===== src/rtl/mem_access_unit_pkg.sv =====
// Shared encodings for the MEM-stage data-memory access engine:
// funct3 load/store widths, FSM states and common constants.
package mem_access_unit_pkg;

  localparam logic [2:0] F3_B  = 3'b000;
  localparam logic [2:0] F3_H  = 3'b001;
  localparam logic [2:0] F3_W  = 3'b010;
  localparam logic [2:0] F3_BU = 3'b100;
  localparam logic [2:0] F3_HU = 3'b101;

  localparam logic [31:0] zero_word = 32'h0000_0000;

  typedef enum logic [1:0] {
    IDLE   = 2'd0,
    REQ    = 2'd1,
    WAIT_R = 2'd2,
    DONE   = 2'd3
  } mau_state_e;

endpackage


===== src/rtl/mem_access_unit_format.sv =====
// Combinational lane formatting: store byte enables and replication,
// load lane extraction with sign/zero extension, and alignment check.
module lsu_format
  import mem_access_unit_pkg::*;
(
  input  logic [2:0]  funct3,
  input  logic [1:0]  lane,
  input  logic [31:0] store_data,
  input  logic [31:0] read_word,
  output logic [3:0]  be,
  output logic [31:0] store_word,
  output logic [31:0] load_word,
  output logic        misaligned
);

  logic [7:0]  byte_sel;
  logic [15:0] half_sel;

  always_comb begin
    be         = 4'b1111;
    store_word = store_data;
    misaligned = 1'b0;
    case (funct3)
      F3_B, F3_BU: begin
        be         = 4'b0001 << lane;
        store_word = {4{store_data[7:0]}};
      end
      F3_H, F3_HU: begin
        be         = lane[1] ? 4'b1100 : 4'b0011;
        store_word = {2{store_data[15:0]}};
        misaligned = lane[0];
      end
      F3_W: begin
        misaligned = (lane != 2'b00);
      end
      default: ;
    endcase
  end

  // Unknown funct3 codes fall back to a plain word so nothing is left undefined.
  always_comb begin
    byte_sel  = read_word[{lane, 3'b000} +: 8];
    half_sel  = lane[1] ? read_word[31:16] : read_word[15:0];
    load_word = read_word;
    case (funct3)
      F3_B:    load_word = {{24{byte_sel[7]}}, byte_sel};
      F3_BU:   load_word = {24'h00_0000, byte_sel};
      F3_H:    load_word = {{16{half_sel[15]}}, half_sel};
      F3_HU:   load_word = {16'h0000, half_sel};
      default: load_word = read_word;
    endcase
  end

endmodule


===== src/rtl/mem_access_unit.sv =====
// MEM-stage load/store engine: drives a req/gnt/rvalid data bus, stalls the
// pipeline while a transaction is outstanding, and returns extended load data.
module mem_access_unit
  import mem_access_unit_pkg::*;
#(
  parameter int TIMEOUT = 16,
  parameter int TO_W    = 5
) (
  input  logic        clk,
  input  logic        rst,
  input  logic        valid_i,
  input  logic        flush_i,
  input  logic        MemRead_i,
  input  logic        MemWrite_i,
  input  logic [2:0]  funct3_i,
  input  logic [31:0] addr_i,
  input  logic [31:0] wdata_i,
  output logic        dm_req,
  output logic        dm_we,
  output logic [31:0] dm_addr,
  output logic [3:0]  dm_be,
  output logic [31:0] dm_wdata,
  input  logic        dm_gnt,
  input  logic        dm_rvalid,
  input  logic [31:0] dm_rdata,
  output logic [31:0] loaddata_o,
  output logic        stall_o,
  output logic        misalign_o,
  output logic        bus_err_o
);

  mau_state_e state_q, state_d;

  logic [TO_W-1:0] cnt_q, cnt_d;
  logic [2:0]      f3_q, f3_d;
  logic [1:0]      lane_q, lane_d;

  logic        req_d, we_d, mis_d, err_d;
  logic [31:0] addr_d, wdata_d, load_d;
  logic [3:0]  be_d;

  logic        access, is_store, to_hit;
  logic [2:0]  fmt_f3;
  logic [1:0]  fmt_lane;
  logic [3:0]  fmt_be;
  logic [31:0] fmt_store, fmt_load;
  logic        fmt_misaligned;

  // A load+store combination is illegal and is resolved as a load.
  assign access   = valid_i & (MemRead_i | MemWrite_i) & ~flush_i;
  assign is_store = MemWrite_i & ~MemRead_i;
  assign to_hit   = (cnt_q == TO_W'(TIMEOUT - 1));

  // While a transaction is in flight the latched width/lane drive the formatter,
  // so load extraction does not depend on the stalled EX/MEM contents.
  assign fmt_f3   = (state_q == IDLE) ? funct3_i    : f3_q;
  assign fmt_lane = (state_q == IDLE) ? addr_i[1:0] : lane_q;

  lsu_format u_format (
    .funct3     (fmt_f3),
    .lane       (fmt_lane),
    .store_data (wdata_i),
    .read_word  (dm_rdata),
    .be         (fmt_be),
    .store_word (fmt_store),
    .load_word  (fmt_load),
    .misaligned (fmt_misaligned)
  );

  assign stall_o = ~rst & (((state_q == IDLE) & access & ~fmt_misaligned) |
                           (state_q == REQ) | (state_q == WAIT_R));

  always_comb begin
    state_d = state_q;
    cnt_d   = cnt_q;
    f3_d    = f3_q;
    lane_d  = lane_q;
    req_d   = dm_req;
    we_d    = dm_we;
    addr_d  = dm_addr;
    be_d    = dm_be;
    wdata_d = dm_wdata;
    load_d  = loaddata_o;
    mis_d   = 1'b0;
    err_d   = 1'b0;
    case (state_q)
      IDLE: begin
        if (access) begin
          if (fmt_misaligned) begin
            mis_d  = 1'b1;
            load_d = zero_word;
          end else begin
            state_d = REQ;
            cnt_d   = '0;
            f3_d    = funct3_i;
            lane_d  = addr_i[1:0];
            req_d   = 1'b1;
            we_d    = is_store;
            addr_d  = {addr_i[31:2], 2'b00};
            be_d    = fmt_be;
            wdata_d = is_store ? fmt_store : zero_word;
          end
        end
      end
      // An accepted store finishes cleanly even on the last allowed cycle.
      REQ: begin
        cnt_d = cnt_q + TO_W'(1);
        if (dm_gnt && dm_we) begin
          state_d = DONE;
          req_d   = 1'b0;
        end else if (to_hit) begin
          state_d = DONE;
          req_d   = 1'b0;
          err_d   = 1'b1;
          load_d  = zero_word;
        end else if (dm_gnt) begin
          state_d = WAIT_R;
          req_d   = 1'b0;
        end else if (flush_i) begin
          state_d = IDLE;
          req_d   = 1'b0;
        end
      end
      WAIT_R: begin
        cnt_d = cnt_q + TO_W'(1);
        if (dm_rvalid) begin
          state_d = DONE;
          load_d  = fmt_load;
        end else if (to_hit) begin
          state_d = DONE;
          err_d   = 1'b1;
          load_d  = zero_word;
        end
      end
      DONE: begin
        state_d = IDLE;
      end
      default: state_d = IDLE;
    endcase
  end

  always_ff @(posedge clk or posedge rst) begin
    if (rst) state_q <= IDLE;
    else     state_q <= state_d;
  end

  always_ff @(posedge clk or posedge rst) begin
    if (rst) begin
      cnt_q      <= '0;
      f3_q       <= 3'b000;
      lane_q     <= 2'b00;
      dm_req     <= 1'b0;
      dm_we      <= 1'b0;
      dm_addr    <= zero_word;
      dm_be      <= 4'b0000;
      dm_wdata   <= zero_word;
      loaddata_o <= zero_word;
      misalign_o <= 1'b0;
      bus_err_o  <= 1'b0;
    end else begin
      cnt_q      <= cnt_d;
      f3_q       <= f3_d;
      lane_q     <= lane_d;
      dm_req     <= req_d;
      dm_we      <= we_d;
      dm_addr    <= addr_d;
      dm_be      <= be_d;
      dm_wdata   <= wdata_d;
      loaddata_o <= load_d;
      misalign_o <= mis_d;
      bus_err_o  <= err_d;
    end
  end

endmodule


===== config.mk =====
export PLATFORM = sky130hd
export DESIGN_NAME = mem_access_unit
export DESIGN_NICKNAME = d
export VERILOG_FILES = /design/src/rtl/mem_access_unit_pkg.sv /design/src/rtl/mem_access_unit_format.sv /design/src/rtl/mem_access_unit.sv
export SDC_FILE = /design/constraint.sdc
export NUM_CORES = 1
export LEC_CHECK = 0
export BUFFER_PORTS_ARGS = -buffer_cell sky130_fd_sc_hd__clkbuf_2
export CAP_MARGIN = 20
export CORE_UTILIZATION = 54
export DETAILED_ROUTE_END_ITERATION = 8
export GPL_TIMING_DRIVEN = 0
export PLACE_DENSITY_LB_ADDON = 0.1
export SETUP_SLACK_MARGIN = 0.15
export SLEW_MARGIN = 20
export SYNTH_ARGS = -nofsm -noshare
export SYNTH_HDL_FRONTEND = slang
export SYNTH_SLANG_ARGS = --single-unit

===== constraint.sdc =====
create_clock -name clk -period 6.4 [get_ports clk]
set_clock_uncertainty 0.2 [all_clocks]
set_input_delay 0.32 -clock clk [delete_from_list [all_inputs] [get_ports clk]]
set_output_delay 0.32 -clock clk [all_outputs]
set_load 0.005 [all_outputs]

; Yosys cells after proc, flatten, opt, wreduce, memory -nomap -nowiden
; Index checks and enable logic that the tools add are counted.
[op_classes]
addsub = 1
eq_ne = 14
n_shift = 2
n_mux = 41
n_bitwise = 13
n_reduce_logical = 15
[op_table]
columns = op, count
row1 = 32-bit 2-to-1 mux, 6
row2 = 32-bit case mux with 4 select lines, 1
row3 = 32-bit case mux with 3 select lines, 1
row4 = 32-bit case mux with 2 select lines, 1
row5 = 32-bit by 6-bit variable part select with 8-bit output, 1
row6 = 2-bit 2-to-1 mux, 9
row7 = 16-bit 2-to-1 mux, 1
row8 = 1-bit 2-to-1 mux, 12
row9 = 4-bit AND reduction, 3
row10 = 5-bit 2-to-1 mux, 2
row11 = 5-bit case mux with 2 select lines, 1
row12 = "2-bit inequality test, second input constant", 4
row13 = 2-bit case mux with 4 select lines, 1
row14 = 4-bit case mux with 2 select lines, 1
row15 = 1-bit AND, 6
row16 = "3-bit equality test, second input constant", 2
row17 = 1-bit case mux with 2 select lines, 3
row18 = 3-bit AND reduction, 2
row19 = 2-bit nonzero test, 3
row20 = 2-bit OR reduction, 3
row21 = "5-bit by 1-bit adder with 5-bit output, second input constant", 1
row22 = "5-bit by 4-bit equality test with 1-bit output, second input constant", 1
row23 = "5-bit by 4-bit inequality test with 1-bit output, second input constant", 1
row24 = "2-bit equality test, second input constant", 2
row25 = other kinds (13), 18
[totals]
reg_bits = 114

; Longest topological paths before layout
[depth]
depth_word = 10
ltp_mapped = 11
mapped_depth_nobuf = 7

; By module
; A second synthesis with hierarchy kept.
[unflattened]
hier_cells = 561
hier_area_um2 = 5708.0
[by_module_without_submodules]
columns = mod, instances, cells_per_inst, area_per_inst_um2, seq_area_each_um2
row1 = mem_access_unit, 1, 402, 4598.2, 2852.7
row2 = lsu_format, 1, 159, 1109.8, 0.0

; Least setup slack after synthesis
; Ideal clock, no wire load.
[synth_path]
kind = reg-to-reg
start = register state_q[0]
end = register dm_addr[2]
setup_time_ns = 0.127
arrival_ns = 2.354
setup_slack_ns = 3.719
path_stages_with_launch = 10
n_path_buf = 3
cell_sequence = dfrtp_1 > inv_1 > ha_1 > buf_6 > mux2_2 > a2111o_1 > nand4_1 > buf_4 > buf_4 > mux2_1
[synth_between]
elab_chain_cells = 7
elab_cells_between_ends = 11
[synth_lines]
columns = element, line
row1 = from (decl), mem_access_unit.sv:32  ; mau_state_e state_q, state_d;
row2 = from (signal assigned), mem_access_unit.sv:144  ; else state_q <= state_d;
row3 = 2-bit logical NOT (*), "mem_access_unit.sv:56, mem_access_unit.sv:57, mem_access_unit.sv:86"
row4 = 3-bit 2-to-1 mux, mem_access_unit.sv:56  ; assign fmt_f3 = (state_q == IDLE) ? funct3_i : f3_q;
row5 = 3-bit by 1-bit equality test with 1-bit output / 3-bit equality test (equally long branches), mem_access_unit_format.sv:23  ; case (funct3)
row6 = 2-bit OR reduction, mem_access_unit_format.sv:23
row7 = 1-bit case mux with 2 select lines, mem_access_unit_format.sv:23
row8 = 1-bit NOT (no source line), -
row9 = 3-bit AND reduction (no source line) (*), -
row10 = to (signal assigned), mem_access_unit.sv:154  ; dm_addr <= zero_word;
row11 = to (signal assigned), mem_access_unit.sv:166  ; dm_addr <= addr_d;
row12 = to (decl), mem_access_unit.sv:20  ; output logic [31:0] dm_addr,
; Every way passes the cells marked *; elsewhere a longest branch is shown, timed or not.
; A chain may end at the register's enable or synchronous reset.

; Worst setup path in the final report
[layout_path]
start = register state_q[0]
end = register dm_wdata[29]
[layout_between]
elab_chain_cells = 7
elab_cells_between_ends = 16
[layout_lines]
columns = element, line
row1 = 2-bit logical NOT (*), "mem_access_unit.sv:56, mem_access_unit.sv:57, mem_access_unit.sv:86"
row2 = 3-bit 2-to-1 mux, mem_access_unit.sv:56
row3 = 3-bit by 1-bit equality test with 1-bit output / 3-bit equality test (equally long branches), mem_access_unit_format.sv:23
row4 = 2-bit OR reduction, mem_access_unit_format.sv:23
row5 = 1-bit case mux with 2 select lines, mem_access_unit_format.sv:23
row6 = 1-bit NOT (no source line), -
row7 = 3-bit AND reduction (no source line), -
row8 = to (signal assigned), mem_access_unit.sv:156  ; dm_wdata <= zero_word;
row9 = to (signal assigned), mem_access_unit.sv:168  ; dm_wdata <= wdata_d;
row10 = to (decl), mem_access_unit.sv:22  ; output logic [31:0] dm_wdata,
; Marks and branches as above.

==> qor.csv <==
metric,value,unit
grt_pass1_vias,6415,
grt-ovfl-total,0,
cts_buffers,17,
yosysMostFrequentCell,dfrtp_1,
synth-async-reset-ratio,100.0,%
regToRegStartpoint,state_q[0],
grt_max_degree,81,
critPathArrivalTime,4090,ps
hpwl,12.94,mm
powerDensity,444.0,nW/um^2
wl_per_cell,20.70,um
cts_sinks,114,
io_buffers,209,
status,"finished, final reports clean",
slew_viol_final,0,
worstSetupPathType,reg2reg,
maxCapViolCount,0,
tritoncts,built,
leakage,0.004217,uW
slowest_delay,600,ps
synthCells,551,
die_h,105.8,um
min_path_type,in2reg,
synth_common_cells,"dfrtp_1, nand2_1, o21ai_0, mux2_2, mux2i_1",
worst_hold_slack,25.94,ps
viasPerCell,6.001,
yosys_warnings,0,
hp-start,dm_gnt,
synth_area,5817,um^2
rows,37,
synth_area_leaders,"dfrtp_1, mux2_2, mux2i_1",
synth_seq_area_share,49.04,%
drc,0,
swShare,39.93,%
synth_edf_count,0,
clkPwrFrac,24.9,%
start_util,56.09,%
fin_setup_tns,0,ps
core,10370,um^2
synth_top_area_share,49.04,%
clk_latency,530,ps
critPathLaunch,state_q[0],
die_area,11190,um^2
p_int,2308,uW
seqPwrFrac,30.4,%
finalWeightedCongestion,0.9068,
grt_pass1_wl,33.87,mm
tightest_slew,649.0,ps
die_width,105.8,um
wirelength,21.32,mm
synth-main-ff-cell,dfrtp_1,
track_usage,40.08,%
crit_chain,inv_1 -> ha_1 -> mux2i_1 -> buf_2 -> nand2_1 -> o22ai_1 -> dlygate4sd3_1 -> o31ai_1 -> dlygate4sd3_1,
antenna_found_initial,1,
root_buffer,clkbuf_8,
ios,212,
vias,6181,
cts_resized,0,
setup_viol,0,
rsz0062_at_grt,no,
irDropWorstVdd,0.3883,mV
fin_crit,3876,ps
final_hold_viol_count,0,
clkTransAtPathRegs,60,ps
ant_nets,0,
htree_levels,4,
p_sw,1535,uW
drt-initial-drc-count,553,
synth.avg_cell_area,10.56,um^2
crit_path_frequent_cell,dlygate4sd3_1,
syn2layout_area_growth,48.78,%
crit_path_start_kind,flop,
ys_types,55,
finalCritPeriodShare,60.56,%
p_comb_share,44.7,%
critPathSlowestCell,mux2i_1,
drtPass1Iterations,7,
cts.path.max_buffers,2,
synth-seq-cells,114,
end_kind,flop,
yosysTopAreaCell,dfrtp_1,
crit_fanout,10,
layout.nets,993,
relSlewSlack,55.50,%
required,6610,ps
max_freq,0.2580,GHz
final_layout_size_suffix_gt1_share,36.06,%
## final timing paths
check	cells past startpoint	end	slack, ps
worst max-delay path	9	dm_wdata[29]	2520
worst min-delay path	3	flop	30
worst min register to register	2	dm_be[1]	280
max in group asynchronous	4	loaddata_o[16]	5180
min in group asynchronous	3	dm_wdata[14]	130
worst max register to register	9	dm_wdata[29]	2520
## power groups by stage
stage          combinational (uW)  sequential [uW]  clock (uW)
5_1_grt                      1850             1190         991
6_report                     1720             1170         957
4_1_cts                      1640             1140         954
3_3_place_gp                 1510             1130           0
3_5_place_dp                 1550             1150           0
2_1_floorplan                 974             1140           0
## layout make-up
class / count / area (um^2)
Sequential cell: 114 / 2853
Multi-Input combinational cell: 379 / 2689
Timing Repair Buffer: 309 / 2064
Fill cell: 611 / 1715
Clock buffer: 19 / 431.7
Buffer: 43 / 219.0
Tap cell: 136 / 170.2
Clock inverter: 13 / 160.2
Inverter: 16 / 65.06
Antenna cell: 1 / 2.502
## critical path: cells and delay by family (launching register included)
family          cells  cell delay [ps]
buf+inv             4             1690
mux                 1              600
flops               1              410
simple gates        1              320
compound gates      2              290
fa+ha+maj           1              240
## per-layer routing
layer / share of wire [%] / routed length (um) / vias to the layer above / global-route usage [%]
met1: 38 / 8085 / 2953 / 47.43
li1: - / - / 2697 / -
met3: 8.3 / 1776 / 109 / 11.38
met2: 48 / 10340 / 422 / 65.87
met5: 0 / 0 / - / 0
met4: 5.3 / 1120 / 0 / 21.73
## per-stage QoR
| step | cell area, um^2 | setup WS [ps] | total power, uW | cells | util [%] |
|---|---|---|---|---|---|
| final | 8655 | 2524 | 3843 | 1030 | 83.46 |
| after CTS | 8652 | 2598 | 3737 | 1029 | 83.43 |
| after global routing | 8655 | 2359 | 4038 | 1030 | 83.46 |
| after global placement | 7037 | 1666 | 2636 | 897 | 67.86 |
| after floorplan | 5821 | 2864 | 2117 | 552 | - |
| after detailed placement | 7069 | 3210 | 2701 | 898 | 68.17 |
## registers in the layout (all words and copies together) (netlist names), named ones only
signal	flops
bus_err_o	1
lane_q	2
loaddata_o	32
dm_req	1
dm_we	1
state_q	1
dm_wdata	32
misalign_o	1
dm_be	4
f3_q	3
dm_addr	30
cnt_q	5
## repair_timing
item                      4_1_cts  5_1_grt
buffers inserted                0        0
hold buffers                   99        0
hold endpoints to repair      211        0
## kinds of logic after synthesis
family,synth area share (%)
muxes,12.58
DFF,49.04
xor gates and xnor gates,0.1506
AOI/OAI and AO/OA,22.65
other,0.06447
buffers and inverters,4.797
adders and majority gates,1.291
and+or+nand+nor,9.422
## cell usage in the layout (no fill, tap or decap), types with 3 or more instances in the layout
cell type,n
a22o_1,10
bufinv_16,3
nand2_1,69
nor2b_1,3
o2bb2ai_2,10
nand3_1,5
a211oi_1,4
mux2_2,35
o31ai_1,27
o22ai_1,8
nor2_1,21
buf_4,5
inv_1,15
clkinvlp_4,5
nand2b_1,4
o21ai_0,54
buf_2,19
o2bb2ai_1,12
mux2_1,3
dfrtp_1,114
nand3b_1,3
nor3_1,6
ha_1,6
clkinv_2,3
dlygate4sd3_1,99
and3_1,3
o221ai_1,10
mux2i_1,29
a221oi_1,7
clkbuf_2,209
a21oi_1,15
clkbuf_1,17
a21o_1,4
clkbuf_16,16
No activity file was read; power rests on OpenSTA's default activity.
